===== src/rtl/scm_access_ctrl.sv =====
// Request-side sequencer for the latch-based memory: decodes word requests into DGWCLK/RWL strobes.
// Latency: a write takes 4 cycles, and a read gives rsp_valid 3 cycles after acceptance.
// Backpressure: req_ready is high only in IDLE; there is no response backpressure.
module scm_access_ctrl #(
    parameter int ADDR_WIDTH = 3,
    parameter int DATA_WIDTH = 8
) (
    input  logic                         clk,
    input  logic                         rst_n,
    input  logic                         req_valid,
    output logic                         req_ready,
    input  logic                         req_we,
    input  logic [ADDR_WIDTH-1:0]        req_addr,
    input  logic [DATA_WIDTH-1:0]        req_wdata,
    output logic                         rsp_valid,
    output logic [DATA_WIDTH-1:0]        rsp_rdata,
    output logic [(1<<ADDR_WIDTH)-1:0]   DGWCLK,
    output logic [(1<<ADDR_WIDTH)-1:0]   RWL,
    output logic [DATA_WIDTH-1:0]        DIN,
    input  logic [DATA_WIDTH-1:0]        DOUT
);

    localparam int DEPTH = 1 << ADDR_WIDTH;

    localparam logic [2:0] IDLE      = 3'd0;
    localparam logic [2:0] W_SETUP   = 3'd1;
    localparam logic [2:0] W_PULSE   = 3'd2;
    localparam logic [2:0] W_HOLD    = 3'd3;
    localparam logic [2:0] R_DRIVE   = 3'd4;
    localparam logic [2:0] R_CAPTURE = 3'd5;
    localparam logic [2:0] R_RESP    = 3'd6;

    logic [2:0]            state;
    logic [ADDR_WIDTH-1:0] addr_q;

    function automatic logic [DEPTH-1:0] decode(input logic [ADDR_WIDTH-1:0] a);
        logic [DEPTH-1:0] one;
        one = DEPTH'(1);
        return one << a;
    endfunction

    // Every strobe comes straight from a flop, so DGWCLK/RWL cannot glitch.
    always_ff @(posedge clk or negedge rst_n) begin
        if (!rst_n) begin
            state     <= IDLE;
            addr_q    <= '0;
            req_ready <= 1'b1;
            rsp_valid <= 1'b0;
            rsp_rdata <= '0;
            DGWCLK    <= '0;
            RWL       <= '0;
            DIN       <= '0;
        end else begin
            case (state)
                IDLE: begin
                    if (req_valid) begin
                        req_ready <= 1'b0;
                        addr_q    <= req_addr;
                        if (req_we) begin
                            state <= W_SETUP;
                            DIN   <= req_wdata;
                        end else begin
                            state <= R_DRIVE;
                            RWL   <= decode(req_addr);
                        end
                    end
                end
                W_SETUP: begin
                    state  <= W_PULSE;
                    DGWCLK <= decode(addr_q);
                end
                W_PULSE: begin
                    state  <= W_HOLD;
                    DGWCLK <= '0;
                end
                W_HOLD: begin
                    state     <= IDLE;
                    req_ready <= 1'b1;
                end
                R_DRIVE: begin
                    state <= R_CAPTURE;
                end
                // DOUT has settled for a full cycle behind the word line; sample it now.
                R_CAPTURE: begin
                    state     <= R_RESP;
                    RWL       <= '0;
                    rsp_rdata <= DOUT;
                    rsp_valid <= 1'b1;
                end
                R_RESP: begin
                    state     <= IDLE;
                    rsp_valid <= 1'b0;
                    req_ready <= 1'b1;
                end
                default: begin
                    state     <= IDLE;
                    req_ready <= 1'b1;
                    rsp_valid <= 1'b0;
                    DGWCLK    <= '0;
                    RWL       <= '0;
                end
            endcase
        end
    end

endmodule


===== config.mk =====
export PLATFORM = sky130hd
export DESIGN_NAME = scm_access_ctrl
export DESIGN_NICKNAME = d
export VERILOG_FILES = /design/src/rtl/scm_access_ctrl.sv
export SDC_FILE = /design/constraint.sdc
export NUM_CORES = 1
export LEC_CHECK = 0
export CAP_MARGIN = 20
export CORE_MARGIN = 3
export CORE_UTILIZATION = 48
export CTS_CLUSTER_SIZE = 12
export DETAILED_ROUTE_END_ITERATION = 10
export HOLD_SLACK_MARGIN = 0.03
export PLACE_DENSITY_LB_ADDON = 0.05
export RECOVER_POWER = 100
export REMOVE_ABC_BUFFERS = 1
export SLEW_MARGIN = 15
export SYNTH_ARGS = -nofsm -noshare
export SYNTH_HDL_FRONTEND = slang
export SYNTH_SLANG_ARGS = --single-unit

===== constraint.sdc =====
create_clock -name clk -period 2.81 [get_ports clk]
set_clock_uncertainty 0.1 [all_clocks]
set_input_delay 0.562 -clock clk [delete_from_list [all_inputs] [get_ports clk]]
set_output_delay 0.562 -clock clk [all_outputs]
set_load 0.01 [all_outputs]

; ---- After elaboration in Yosys (flattened, before gate mapping)
; Cells that the tools add are included.
[word_totals]
input_bits = 23
word_cells = 39
ff_bits = 40
out_inout_bits = 34
[classes]
eq_ne = 8
reduce_logical = 9
n_bitwise = 2
shift = 2
mux = 10
[op_table]
columns = op, n
row1 = one-hot mux 8 bit (2 select lines), 2
row2 = two-way mux 8 bit, 2
row3 = "left shift 1 x 3 -> 8 bit, first input constant", 2
row4 = one-hot mux 3 bit (5 select lines), 1
row5 = OR reduction 5 bit, 3
row6 = "== test 3 bit, second input constant", 3
row7 = "== test 3 x 2 -> 1 bit, second input constant", 2
row8 = two-way mux 3 bit, 2
row9 = AND reduction 3 bit, 2
row10 = "!= test 2 bit, second input constant", 2
row11 = one-hot mux 1 bit (2 select lines), 2
row12 = AND reduction 2 bit, 2
row13 = OR reduction 4 bit, 1
row14 = "== test 3 x 1 -> 1 bit, second input constant", 1
row15 = logical NOT 3 bit, 1
row16 = inverter 1 bit, 2
row17 = two-way mux 1 bit, 1

; ---- Logic depth before layout (Yosys ltp)
[logic_depth]
depth_word = 4
ltp_mapped = 5
depth_no_buf = 3

; ---- Least setup slack after synthesis
; Ideal clock, no wire load.
[synth_timing]
path_type = in2reg
start = input req_valid
end = register DIN[0]
required_time_ns = 2.585
arrival_ns = 1.316
stages = 3
setup_time_ns = 0.125
path_buffers = 0
path_slack_ns = 1.270
path_cell_list = nand2_2 nor4_4 mux2_2
[synth_via]
elab_chain_len = 1
[synth_lines]
columns = element, line_no
row1 = "start, declared", 10  ; input logic req_valid,
row2 = AND reduction 3 bit (no source line), n/a
row3 = "end signal, assigned", 61  ; DIN <= req_wdata;
row4 = "end, declared", 19  ; output logic [DATA_WIDTH-1:0] DIN,
; Every way passes these cells.
; A chain may end at the register's enable or synchronous reset.

; ---- Worst setup path after layout
[layout_timing]
start = input req_valid
end = register DIN[6]
; Same word-level chain as after synthesis.

==> impl_metrics.toml <==
[yosys]
synthSimpleGateAreaFrac_pct = 13.2
synthAdderAreaFrac_pct = 0
syn_area_mm2 = 0.00166
synth_seq_cells = 40
synth_xor_area_share_pct = 0.528
avgSynthCellArea_um2 = 13.8
yosysSeqAreaShare_pct = 60.5
synth_compound_area_share_pct = 12.5
synth_cell_types = 30
ys_warn_count = 0
synthMuxAreaShare_pct = 10.9
syn-instance-count = 120
synth_top_family_by_area = "simple AND/OR/NAND/NOR gates"

[cells_and_area]
fin_util_pct = 71.6
final_common_cell = "dfrtp_1"
n_fill_cell = 246
fin_area_mm2 = 0.00228
area_growth_pct = 37.3
antenna_cells = 0
most-common-layout-cells = "dfrtp_1, dlygate4sd3_1, clkdlybuf4s50_1, mux2_2"
fin_nets = 202
drive_gt1_share_pct = 15.0

[global_routing]
grt-ovfl-total = 0
grt_pass1_vias = 1201
grt_max_degree = 41
antenna_found_initial = 0
grt_first_pass_wirelength_um = 5910
grtUsageTotal_pct = 18.9

[timing]
slew_viol_final = 41
hold_viol = 0
tns_ns = 0
post-route-period-util_pct = 80.9
setup_viol = 0
period_needed_ns = 2.27
worst_pin_slew_ns = 2.04
rsz0062_at_grt = "no"
fmax_ghz = 0.440
fin_ws_ns = 0.536
slew_headroom_pct = -36.2

[clocking]
cts_tree = "done"
clock_latency_ns = 0.35
cts_resized = 0
post_cts_buffers = 0
ctsHoldBuffers = 0
h-tree-depth = 2
numCtsBuffers = 5
cts_root_buf = "clkbuf_4"
path_clk_slew_ns = 0.11
clockBufferDepth = 2
clock-sinks = 40

[setup_path]
path_class = "in -> reg"
critical_path.cell_chain = "dlygate4sd3_1 > nand2_2 > nor4_2 > mux2_2"
r2r_cells = 3
r2r_slack_ns = 0.73
r2r_end = "RWL[1]"
worst_setup_path_start_kind = "primary input"
cp_max_fo = 8
slowest_delay_ns = 0.67
required_ns = 2.95
crit_slowest_cell = "dlygate4sd3_1"
cp.arrival_ns = 2.41
rr_startpoint = "state[1]"
end_kind = "flop"
cp_top_family = "simple AND/OR/NAND/NOR gates"
critPathBufInv = 1

[power]
peakVddDrop_uv = 574
powerDensity_mw_per_mm2 = 1040
p_leak_nw = 1.03

[drt]
dr_wl_met3_um = 259
postRouteWirelength_um = 3470
wl_met1_um = 1390
drt_iter0_drc = 22
drc_errors = 0
highest_layer = "met4"
drtPass1Iterations = 4
viasPerCell = 5.20
antenna_left = 0
avgRoutedWirePerCell_um = 15.5
vias = 1164
dr_wl_met2_um = 1760

[min_path]
min_path_cells = 2
min_to = "req_ready"
hold_path.class = "reg -> reg"
min_from = "req_ready"

[outcome]
violations = "capacitance limit, slew limit"
status = "complete, but fails checks"

[placement]
gp_congestion = 0.721
port_buffers = 56
dp_slack_ns = 0.389
dpl_cell_area_mm2 = 0.00224
dp_hpwl_um = 2490

[floorplanning]
rows = 20
die-area_mm2 = 0.00420
ios = 57
die_h_um = 64.8
initial_core_util_pct = 52.2
core_mm2 = 0.00318
die_w_um = 64.8

[run]
maxCapViolCount = 1
==> per-stage QoR <==
| step | instances | hold WS [ns] | total power, mW |
|---|---|---|---|
| floorplan | 116 | 0.166 | 1.58 |
| global placement | 216 | 0.377 | 2.11 |
| detailed placement | 216 | 0.386 | 2.18 |
| CTS | 224 | 0.229 | 2.51 |
| global route | 224 | 0.433 | 2.53 |
| finish | 224 | 0.403 | 2.36 |
==> metal layers <==
layer	global-route usage (%)	vias to the layer above
li1	-	558
met1	22.3	559
met2	30.5	41
met3	7.80	6
met4	7.92	0
met5	0	-
==> cells in the mapped netlist <==
library cell,instances,share of area (%)
nor4b_4,1,1.4
a21o_1,1,0.45
o21ai_0,1,0.30
mux2_2,16,11
nand3_1,1,0.30
buf_4,1,0.45
nor2_1,5,1.1
a211oi_1,2,0.91
nor4_1,1,0.38
a2bb2oi_1,1,0.53
and2_1,2,0.75
a31oi_1,1,0.38
inv_1,3,0.68
nor2b_1,5,1.9
dfrtp_1,39,59
a21oi_1,2,0.60
nor4b_2,1,0.91
or4b_4,1,0.83
nor3_4,1,0.98
nor2_4,1,0.68
buf_2,2,0.60
a22o_1,10,5.3
nor4_4,1,1.3
nand2_1,10,2.3
buf_6,1,0.68
dfstp_2,1,1.6
a32o_1,6,3.6
xnor2_1,1,0.53
o21a_1,1,0.45
nand2_2,1,0.38
==> where the power goes <==
group,internal [mW],leakage [nW],switching (mW),total [mW]
Clock,0.147,0.0386,0.179,0.327
Sequential,0.832,0.506,0.217,1.05
Combinational,0.562,0.488,0.422,0.984
Total,1.54,1.03,0.818,2.36
==> worst min-delay path, stage by stage, from the launching register on <==
cell	delay, ns
dfstp_2	0.39
nor2_1	0.08
a21oi_1	0.04
==> sequential cells by signal, summed over array words and instances (netlist names) <==
signal,flops
DGWCLK,8
DIN,8
RWL,8
addr_q,3
req_ready,1
rsp_rdata,8
rsp_valid,1
state,3
==> cells by family (layout without fill, tap and decap cells) <==
group / Yosys count / in the layout
AOI/OAI and AO/OA: 25 / 25
buffers and inverters: 7 / 67
xor gates and xnor gates: 1 / 1
muxes: 16 / 16
DFF: 40 / 40
and+or+nand+nor: 31 / 31
==> cell type report <==
cell class | instances | area, um^2 | area share [%]
Inverter | 3 | 11.3 | 0.495
Sequential cell | 40 | 1000 | 44.0
Timing Repair Buffer | 56 | 554 | 24.4
Multi-Input combinational cell | 73 | 584 | 25.7
Tap cell | 44 | 55.1 | 2.42
Clock buffer | 8 | 68.8 | 3.02
==> worst max path at each step <==
| stage | endpoint | cells after the start | slack (ns) | startpoint |
|---|---|---|---|---|
| floorplan | DIN[0] | 2 | 1.17 | state[1] |
| global placement | DIN[0] | 4 | 0.48 | req_we |
| detailed placement | DIN[6] | 4 | 0.39 | req_we |
| CTS | req_ready | 1 | 0.67 | req_ready |
| global route | RWL[7] | 1 | 0.33 | rst_n |
| finish | DIN[6] | 4 | 0.54 | req_valid |
(Power assumes the default switching activity.)
